--- config.mk ---
export PLATFORM = sky130hd
export DESIGN_NAME = purge_switch_ctrl
export DESIGN_NICKNAME = d
export VERILOG_FILES = /design/src/rtl/purge_switch_ctrl.sv
export SDC_FILE = /design/constraint.sdc
export NUM_CORES = 1
export LEC_CHECK = 0
export CAP_MARGIN = 40
export CORE_MARGIN = 1
export CORE_UTILIZATION = 36
export CTS_BUF_LIST = sky130_fd_sc_hd__clkbuf_8
export CTS_CLUSTER_DIAMETER = 30
export DETAILED_ROUTE_END_ITERATION = 16
export PLACE_DENSITY = 0.64
export SYNTH_ARGS = -nofsm -noshare
export SYNTH_HDL_FRONTEND = slang
export SYNTH_SLANG_ARGS = --single-unit
--- constraint.sdc ---
create_clock -name clk -period 10.65 [get_ports clk]
set_clock_uncertainty 0.05 [all_clocks]
set_input_delay 2.13 -clock clk [delete_from_list [all_inputs] [get_ports clk]]
set_output_delay 2.13 -clock clk [all_outputs]
set_load 0.02 [all_outputs]
--- src/rtl/purge_switch_ctrl.sv ---
// purge_switch_ctrl: switch bank ahead of the threshold voter; permanently purges any
// module that disagrees with the fed-back vote for DIS_THR consecutive valid samples.
module purge_switch_ctrl #(
    parameter int N        = 6,
    parameter int DIS_THR  = 3,
    parameter int CW       = 2,
    parameter int FAIL_MIN = 3,
    parameter int AW       = 3
) (
    input  logic          clk,
    input  logic          rst_n,
    input  logic [N-1:0]  i_mod_out,
    input  logic          i_sample_en,
    input  logic          i_vote,
    input  logic          i_clear_purge,
    output logic [N-1:0]  o_sw_out,
    output logic [N-1:0]  o_purged,
    output logic [AW-1:0] o_active_cnt,
    output logic          o_purge_evt,
    output logic          o_fail
);
    typedef enum logic [1:0] {RUN, DEGRADED, FAILED} state_t;

    state_t        r_state;
    state_t        w_state_nxt;
    logic [N-1:0]  r_purged;
    logic [N-1:0]  w_upd;
    logic [N-1:0]  w_mis;
    logic [N-1:0]  w_new;
    logic [CW-1:0] r_cnt [N];
    logic [AW-1:0] r_active;
    logic [AW-1:0] w_active_nxt;
    logic [AW-1:0] w_new_cnt;
    logic          r_evt;
    logic          r_fail;

    // A counter only ever reaches DIS_THR on the purging sample, so "saturation" is the purge itself.
    always_comb begin
        w_new_cnt = '0;
        for (int i = 0; i < N; i++) begin
            w_upd[i]  = i_sample_en && !r_purged[i] && (r_state != FAILED);
            w_mis[i]  = i_mod_out[i] != i_vote;
            w_new[i]  = w_upd[i] && w_mis[i] && (r_cnt[i] == CW'(DIS_THR - 1));
            w_new_cnt = w_new_cnt + AW'(w_new[i]);
        end
        w_active_nxt = r_active - w_new_cnt;
        w_state_nxt  = (w_active_nxt < AW'(FAIL_MIN)) ? FAILED :
                       (w_active_nxt < AW'(N))        ? DEGRADED : RUN;
    end

    always_ff @(posedge clk or negedge rst_n) begin
        if (!rst_n) begin
            r_purged <= '0;
            r_active <= AW'(N);
            r_state  <= RUN;
            r_evt    <= 1'b0;
            r_fail   <= 1'b0;
            for (int i = 0; i < N; i++) r_cnt[i] <= '0;
        end else if (i_clear_purge) begin
            r_purged <= '0;
            r_active <= AW'(N);
            r_state  <= RUN;
            r_evt    <= 1'b0;
            r_fail   <= 1'b0;
            for (int i = 0; i < N; i++) r_cnt[i] <= '0;
        end else begin
            for (int i = 0; i < N; i++)
                if (w_upd[i]) r_cnt[i] <= (w_mis[i] && !w_new[i]) ? r_cnt[i] + CW'(1) : '0;
            r_purged <= r_purged | w_new;
            r_active <= w_active_nxt;
            r_state  <= w_state_nxt;
            r_evt    <= |w_new;
            r_fail   <= w_state_nxt == FAILED;
        end
    end

    assign o_sw_out     = i_mod_out & ~r_purged;
    assign o_purged     = r_purged;
    assign o_active_cnt = r_active;
    assign o_purge_evt  = r_evt;
    assign o_fail       = r_fail;
endmodule

=== Word-level counts from Yosys, hierarchy flattened ===
Index checks and enable logic that the tools add are counted.

* Bits of input ports: 11
* Output and inout bits: 17
* Logic and storage cells: 111
* Flip-flop bits (word level): 25

* Add/sub/neg operators: 12
* Mux-type cells: 20
* Equal/unequal tests: 14
* Order comparisons: 2
* Bitwise operators: 3
* Reductions and logical operators: 49

{| class="wikitable"
|+ Operator list
! kind !! number
|-
| $logic_and A1 B1 Y1 || 30
|-
| $mux W2 || 14
|-
| $eq A2 B2 Y1 const B || 7
|-
| $add A2 B1 Y2 const B || 6
|-
| $logic_not A1 Y1 || 12
|-
| $mux W12 || 1
|-
| $reduce_bool A2 Y1 || 6
|-
| $add A3 B1 Y3 || 3
|-
| $and A6 B6 Y6 || 1
|-
| $mux W6 || 1
|-
| $ne A1 B1 Y1 || 6
|-
| $not A6 Y6 || 1
|-
| $or A6 B6 Y6 || 1
|-
| $reduce_or A6 Y1 || 1
|-
| $add A2 B1 Y3 || 1
|-
| $lt A3 B2 Y1 const B || 1
|-
| $lt A3 B3 Y1 const B || 1
|-
| $mux W1 || 3
|-
| $mux W3 || 1
|-
| $sub A3 B3 Y3 || 1
|-
| $add A1 B1 Y2 || 1
|-
| $ne A2 B2 Y1 const B || 1
|}

=== Depth between registers and ports, before layout ===
* Depth in word-level cells: 16
* Depth in mapped cells: 16
* Gate-level depth less buffers: 15

=== Worst setup path before layout ===
OpenSTA, ideal clock, no wires.

* Path kind: input to register
* Start: input i_vote
* End: register r_state[0]
* Stages: 15
* Path slack: 4.937 ns
* Setup time: 0.132 ns
* Path buffers: 1
* Arrival: 5.531 ns
* Required time: 10.468 ns
* Path through: buf_6 -> xnor2_1 -> or3b_1 -> fa_1 -> inv_1 -> fa_1 -> inv_1 -> fa_1 -> inv_1 -> ha_1 -> fa_1 -> xor2_1 -> xnor2_1 -> mux2i_1 -> nor2_1

* Longest elaborated chain between the ends: 13
* Elaborated cells on any way between the ends: 29
* Those cells by class: 6 x add/sub; 2 x order compare; 6 x eq/ne; 3 x mux; 12 x reduce/logical

{| class="wikitable"
|+ RTL lines
! item !! RTL line !! RTL
|-
| start: declaration || 14 || <nowiki>input logic i_vote,</nowiki>
|-
| $ne A1 B1 Y1 || 42 || <nowiki>w_mis[i] = i_mod_out[i] != i_vote;</nowiki>
|-
| $logic_and A1 B1 Y1 (2 in a row) || 43 || <nowiki>w_new[i] = w_upd[i] && w_mis[i] && (r_cnt[i] == CW'(DIS_THR - 1));</nowiki>
|-
| $add A1 B1 Y2 || 44 || <nowiki>w_new_cnt = w_new_cnt + AW'(w_new[i]);</nowiki>
|-
| $add A2 B1 Y3 || 44 ||
|-
| $add A3 B1 Y3 (2 in a row) || 44 ||
|-
| $add A3 B1 Y3 (*) || 44 ||
|-
| $sub A3 B3 Y3 (*) || 46 || <nowiki>w_active_nxt = r_active - w_new_cnt;</nowiki>
|-
| $lt A3 B3 Y1 || 48 || <nowiki>(w_active_nxt < AW'(N)) ? DEGRADED : RUN;</nowiki>
|-
| $mux W1 || 48 ||
|-
| $mux W2 (*) || 47 || <nowiki>w_state_nxt = (w_active_nxt < AW'(FAIL_MIN)) ? FAILED :</nowiki>
|-
| $mux W2 (*) || 59 || <nowiki>end else if (i_clear_purge) begin</nowiki>
|-
| end signal: assignment || 71 || <nowiki>r_state <= w_state_nxt;</nowiki>
|-
| end: declaration || 24 || <nowiki>state_t r_state;</nowiki>
|}

Mark *: on every way between the ends. The rest lies on a longest branch, timed or not.
A chain may end at the register's enable or synchronous reset.

=== Worst setup path in the final report ===
Same ends and word-level chain as after synthesis.

==> impl_results.rst <==
.. list-table::
   :header-rows: 1

   * - Metric
     - Value
   * - Status
     - completed
   * - Die Footprint
     - about 4400 um2
   * - Via density per instance
     - a little over 5
   * - Remaining max-slew budget at the tightest pin
     - 0.449
   * - Crit share post-route
     - 0.590
   * - Filler cell count
     - between 300 and 400
   * - Category of the critical setup timing path
     - primary input to flip-flop
   * - Number of core rows
     - 23
   * - CP Capture Type
     - flip-flop
   * - Internal power contribution
     - 0.000140 W
   * - Commonest cells after routing, fill and taps aside
     - sky130_fd_sc_hd__clkdlybuf4s50_1, sky130_fd_sc_hd__dfrtp_1, sky130_fd_sc_hd__inv_1
   * - Dpl hpwl
     - 2.42 mm
   * - Quantity of hold-fixing buffers added after cts
     - 0
   * - Post-route ant nets
     - 0
   * - DIE WIDTH
     - 66.6 um
   * - Maximum number of pins on one net before global-route repair
     - 24
   * - Inserted Clock Buffers
     - 3
   * - Relative contribution of sequential cells to total power
     - 0.525
   * - Worst-case vdd ir drop
     - 0.0857 mV
   * - Post CTS Setup Buffer Count
     - 0
   * - Clock latency at the later pin of the worst-skew pair
     - 0.27 ns
   * - Clock transition at the registers of the reported paths
     - about 0.090 ns
   * - RePlAce Congestion
     - approximately 0.8
   * - Power share of the combinational group
     - 0.180
   * - Average detailed-routed wire length per instance
     - 13.4 um
   * - Clock tree from TritonCTS
     - yes
   * - Fraction of layout cells with a size suffix above 1
     - 0.0670
   * - Total gr overflow
     - 0
   * - RSZ-0062 raised after global routing
     - no
   * - Worst Path Arrival
     - 6.36 ns
   * - I/O pin cnt
     - 28
   * - Synthesized netlist net count
     - around 170
   * - Synth top area share
     - 0.384
   * - Adder-Cell Fraction of Synth Area
     - 0.140
   * - Share of the synthesized netlist area taken by xor and xnor gates
     - 0.0726
   * - Number of global-route vias before repair
     - 1182
   * - Most common cell after layout, fill and taps aside
     - sky130_fd_sc_hd__clkdlybuf4s50_1
   * - Starting density of the core
     - 0.375
   * - Fraction of power spent switching nets
     - 0.266
   * - Fraction of the mapped netlist area in compound gates
     - 0.0851
   * - Top area cells in the synthesized netlist
     - sky130_fd_sc_hd__dfrtp_1, sky130_fd_sc_hd__fa_1, sky130_fd_sc_hd__ha_1, sky130_fd_sc_hd__or4_1, sky130_fd_sc_hd__a21oi_1
   * - Avg Cell Area, Syn
     - between 10 and 15 um2
   * - NumNets Final
     - 204
   * - Mapped cell area
     - ~1500 um2
   * - Basic-gate share of the synthesized area counting and, or, nand and nor cells
     - 0.222
   * - Largest family of logic cells by synthesized area
     - simple AND/OR/NAND/NOR gates
   * - Highest net fanout along the worst path
     - 6
   * - Leakage power
     - 0.818 nW
   * - Share of synthesized area occupied by flip-flops and latches
     - 0.419
   * - Inst Count DP
     - 225
   * - Setup TNS Final
     - 0 ns
   * - Diodes inserted
     - 0
   * - Slew at the pin closest to its max-slew limit
     - 0.823 ns
   * - Initial antenna violation count
     - 0
   * - Net switching power figure
     - between 0.00005 and 0.00006 W
   * - Clock tree buffer depth
     - 2
   * - Via count
     - 1169
   * - Startpoint type of the worst setup path
     - primary input
   * - Post-route DRC
     - 0
   * - Number of non-filler instances in the completed layout
     - 229
   * - Number of input and output port buffers inserted
     - 27
   * - Clock sink total
     - 25
   * - Die height
     - approximately 67 um
   * - DRT iter0 DRCs
     - 75
   * - Final hold slack
     - between 0.4 and 0.5 ns
   * - Cell area power density
     - 102 nW/um2
   * - Maximum clock rate
     - 159 MHz
   * - Number of distinct library cells after synthesis
     - 30
   * - Final hold viol count
     - 0
   * - H-tree levels
     - 1
   * - Placeable core area
     - 4000 um2
   * - Final-report max-slew violation count
     - 0
   * - Cell accounting for the most synthesized area
     - sky130_fd_sc_hd__dfrtp_1
   * - Count of instances resized after the clock tree is built
     - 0
   * - Total detailed-routing wirelength
     - 3.08 mm
   * - Type of the tightest min-delay check
     - flip-flop to flip-flop
   * - Number of violations of the max-capacitance limit
     - 0
   * - Total Routing Usage GR
     - 0.160
   * - Number of flip-flops and latches in the synthesized netlist
     - 25
   * - Post-layout minimum cycle time
     - 6.28 ns
   * - Yosys Warn Count
     - 0
   * - Layout area overhead
     - 25.0%
   * - 1st-pass router iterations
     - 4
   * - Number of setup violations in the final report
     - 0
   * - Buffer cell driving the clock tree root
     - sky130_fd_sc_hd__clkbuf_8
   * - Syn Inst Count
     - 150
   * - Worst path required time
     - 10.73 ns
   * - Clock share of power
     - 0.295
   * - Global-route wire length before repair
     - 5.25 mm
   * - Multiplexer share of the synthesized area
     - 0.00667
synth_stat cells:
cell type,n
sky130_fd_sc_hd__buf_6,1
sky130_fd_sc_hd__ha_1,8
sky130_fd_sc_hd__dfstp_2,2
sky130_fd_sc_hd__nor4b_2,1
sky130_fd_sc_hd__a41oi_1,1
sky130_fd_sc_hd__and2_1,1
sky130_fd_sc_hd__mux2i_1,1
sky130_fd_sc_hd__a21oi_1,14
sky130_fd_sc_hd__dfrtp_1,23
sky130_fd_sc_hd__nor2_1,12
sky130_fd_sc_hd__and3_1,2
sky130_fd_sc_hd__nand2b_2,1
sky130_fd_sc_hd__fa_1,5
sky130_fd_sc_hd__xnor2_1,4
sky130_fd_sc_hd__and4_1,1
sky130_fd_sc_hd__nand2b_1,5
sky130_fd_sc_hd__nand2b_4,1
sky130_fd_sc_hd__xor2_2,2
sky130_fd_sc_hd__o21ai_0,6
sky130_fd_sc_hd__a31oi_1,3
sky130_fd_sc_hd__nand2_1,11
sky130_fd_sc_hd__xor3_1,1
sky130_fd_sc_hd__maj3_1,1
sky130_fd_sc_hd__nand3_1,4
sky130_fd_sc_hd__xor2_1,2
sky130_fd_sc_hd__clkbuf_1,2
sky130_fd_sc_hd__or4_1,10
sky130_fd_sc_hd__nor2b_1,6
sky130_fd_sc_hd__or3b_1,2
sky130_fd_sc_hd__inv_1,17
layout make-up:
class,count,area [um2],share of cell area
multi-input cells,105,790,0.421
flip-flops and latches,25,628,0.335
repair buffers,28,285,0.152
inverters,17,63.8,0.0340
well taps,50,62.6,0.0334
clock buffers,3,41.3,0.0220
clock inverters,1,5.00,0.00267
cell families after synthesis:
group | count (synthesis)
XOR/XNOR | 9
buffers and inverters | 20
flip-flops | 25
adder cells (fa/ha/maj) | 14
multiplexers | 1
AND/OR/NAND/NOR | 57
AO/OA/AOI/OAI | 24
through the flow:
step | utilization | setup slack [ns] | power, W | instance area, um2
after detailed placement | 0.457 | 4.05 | 0.000137 | 1830
after CTS | 0.469 | 4.35 | 0.000194 | 1880
after floorplan | - | 4.94 | 0.000122 | 1500
after global routing | 0.469 | 4.12 | 0.000201 | 1880
final | 0.469 | 4.37 | 0.000191 | 1880
after global placement | 0.454 | 4.21 | 0.000134 | 1810
metal layers:
layer	share of wire	up-vias	wire length (um)	track usage
li1	-	563	-	-
met1	0.44	582	1360	0.194
met2	0.52	22	1590	0.283
met3	0.034	2	105	0.0428
met4	0.0068	0	21	0.0319
met5	0	-	0	0
critical path, cell delays in order:
cell,delay [ns]
sky130_fd_sc_hd__clkdlybuf4s50_1,0.74
sky130_fd_sc_hd__xnor2_1,0.17
sky130_fd_sc_hd__or3b_1,0.46
sky130_fd_sc_hd__fa_1,0.55
sky130_fd_sc_hd__inv_1,0.06
sky130_fd_sc_hd__fa_1,0.38
sky130_fd_sc_hd__inv_1,0.08
sky130_fd_sc_hd__fa_1,0.41
sky130_fd_sc_hd__inv_1,0.07
sky130_fd_sc_hd__ha_1,0.24
sky130_fd_sc_hd__fa_1,0.41
sky130_fd_sc_hd__xor2_1,0.16
sky130_fd_sc_hd__xnor2_1,0.23
sky130_fd_sc_hd__mux2i_1,0.24
sky130_fd_sc_hd__nor2_1,0.06
power by group through the flow:
stage / clock network (W) / registers (W) / logic (W)
after floorplan: 0 / 0.000103 / 0.0000189
after global placement: 0 / 0.000102 / 0.0000323
after detailed placement: 0 / 0.000102 / 0.0000345
after CTS: 0.0000590 / 0.000101 / 0.0000347
after global routing: 0.0000618 / 0.000101 / 0.0000383
final: 0.0000565 / 0.000101 / 0.0000344
worst paths after layout:
path	slack, ns	cells past startpoint	startpoint	end
worst max-delay path	4.37	15	i_vote	r_state[0]$_DFF_PN0_
worst min register to register	0.45	1	r_cnt[4]$_DFFE_PN0P_	r_cnt[4]$_DFFE_PN0P_
min in group asynchronous	2.15	1	rst_n	r_cnt[6]$_DFFE_PN0P_
worst min-delay path	0.45	1	r_cnt[4]$_DFFE_PN0P_	r_cnt[4]$_DFFE_PN0P_
max in group asynchronous	7.90	2	rst_n	r_cnt[1]$_DFFE_PN0P_
worst max register to register	6.41	15	r_state[1]$_DFF_PN0_	r_state[0]$_DFF_PN0_
registers in the layout, summed over array words and instances, names as in the netlist:
| register | flops |
|---|---|
| o_active_cnt | 3 |
| o_fail | 1 |
| o_purge_evt | 1 |
| o_purged | 6 |
| r_cnt | 12 |
| r_state | 2 |
No activity file was read; power rests on OpenSTA's default activity.
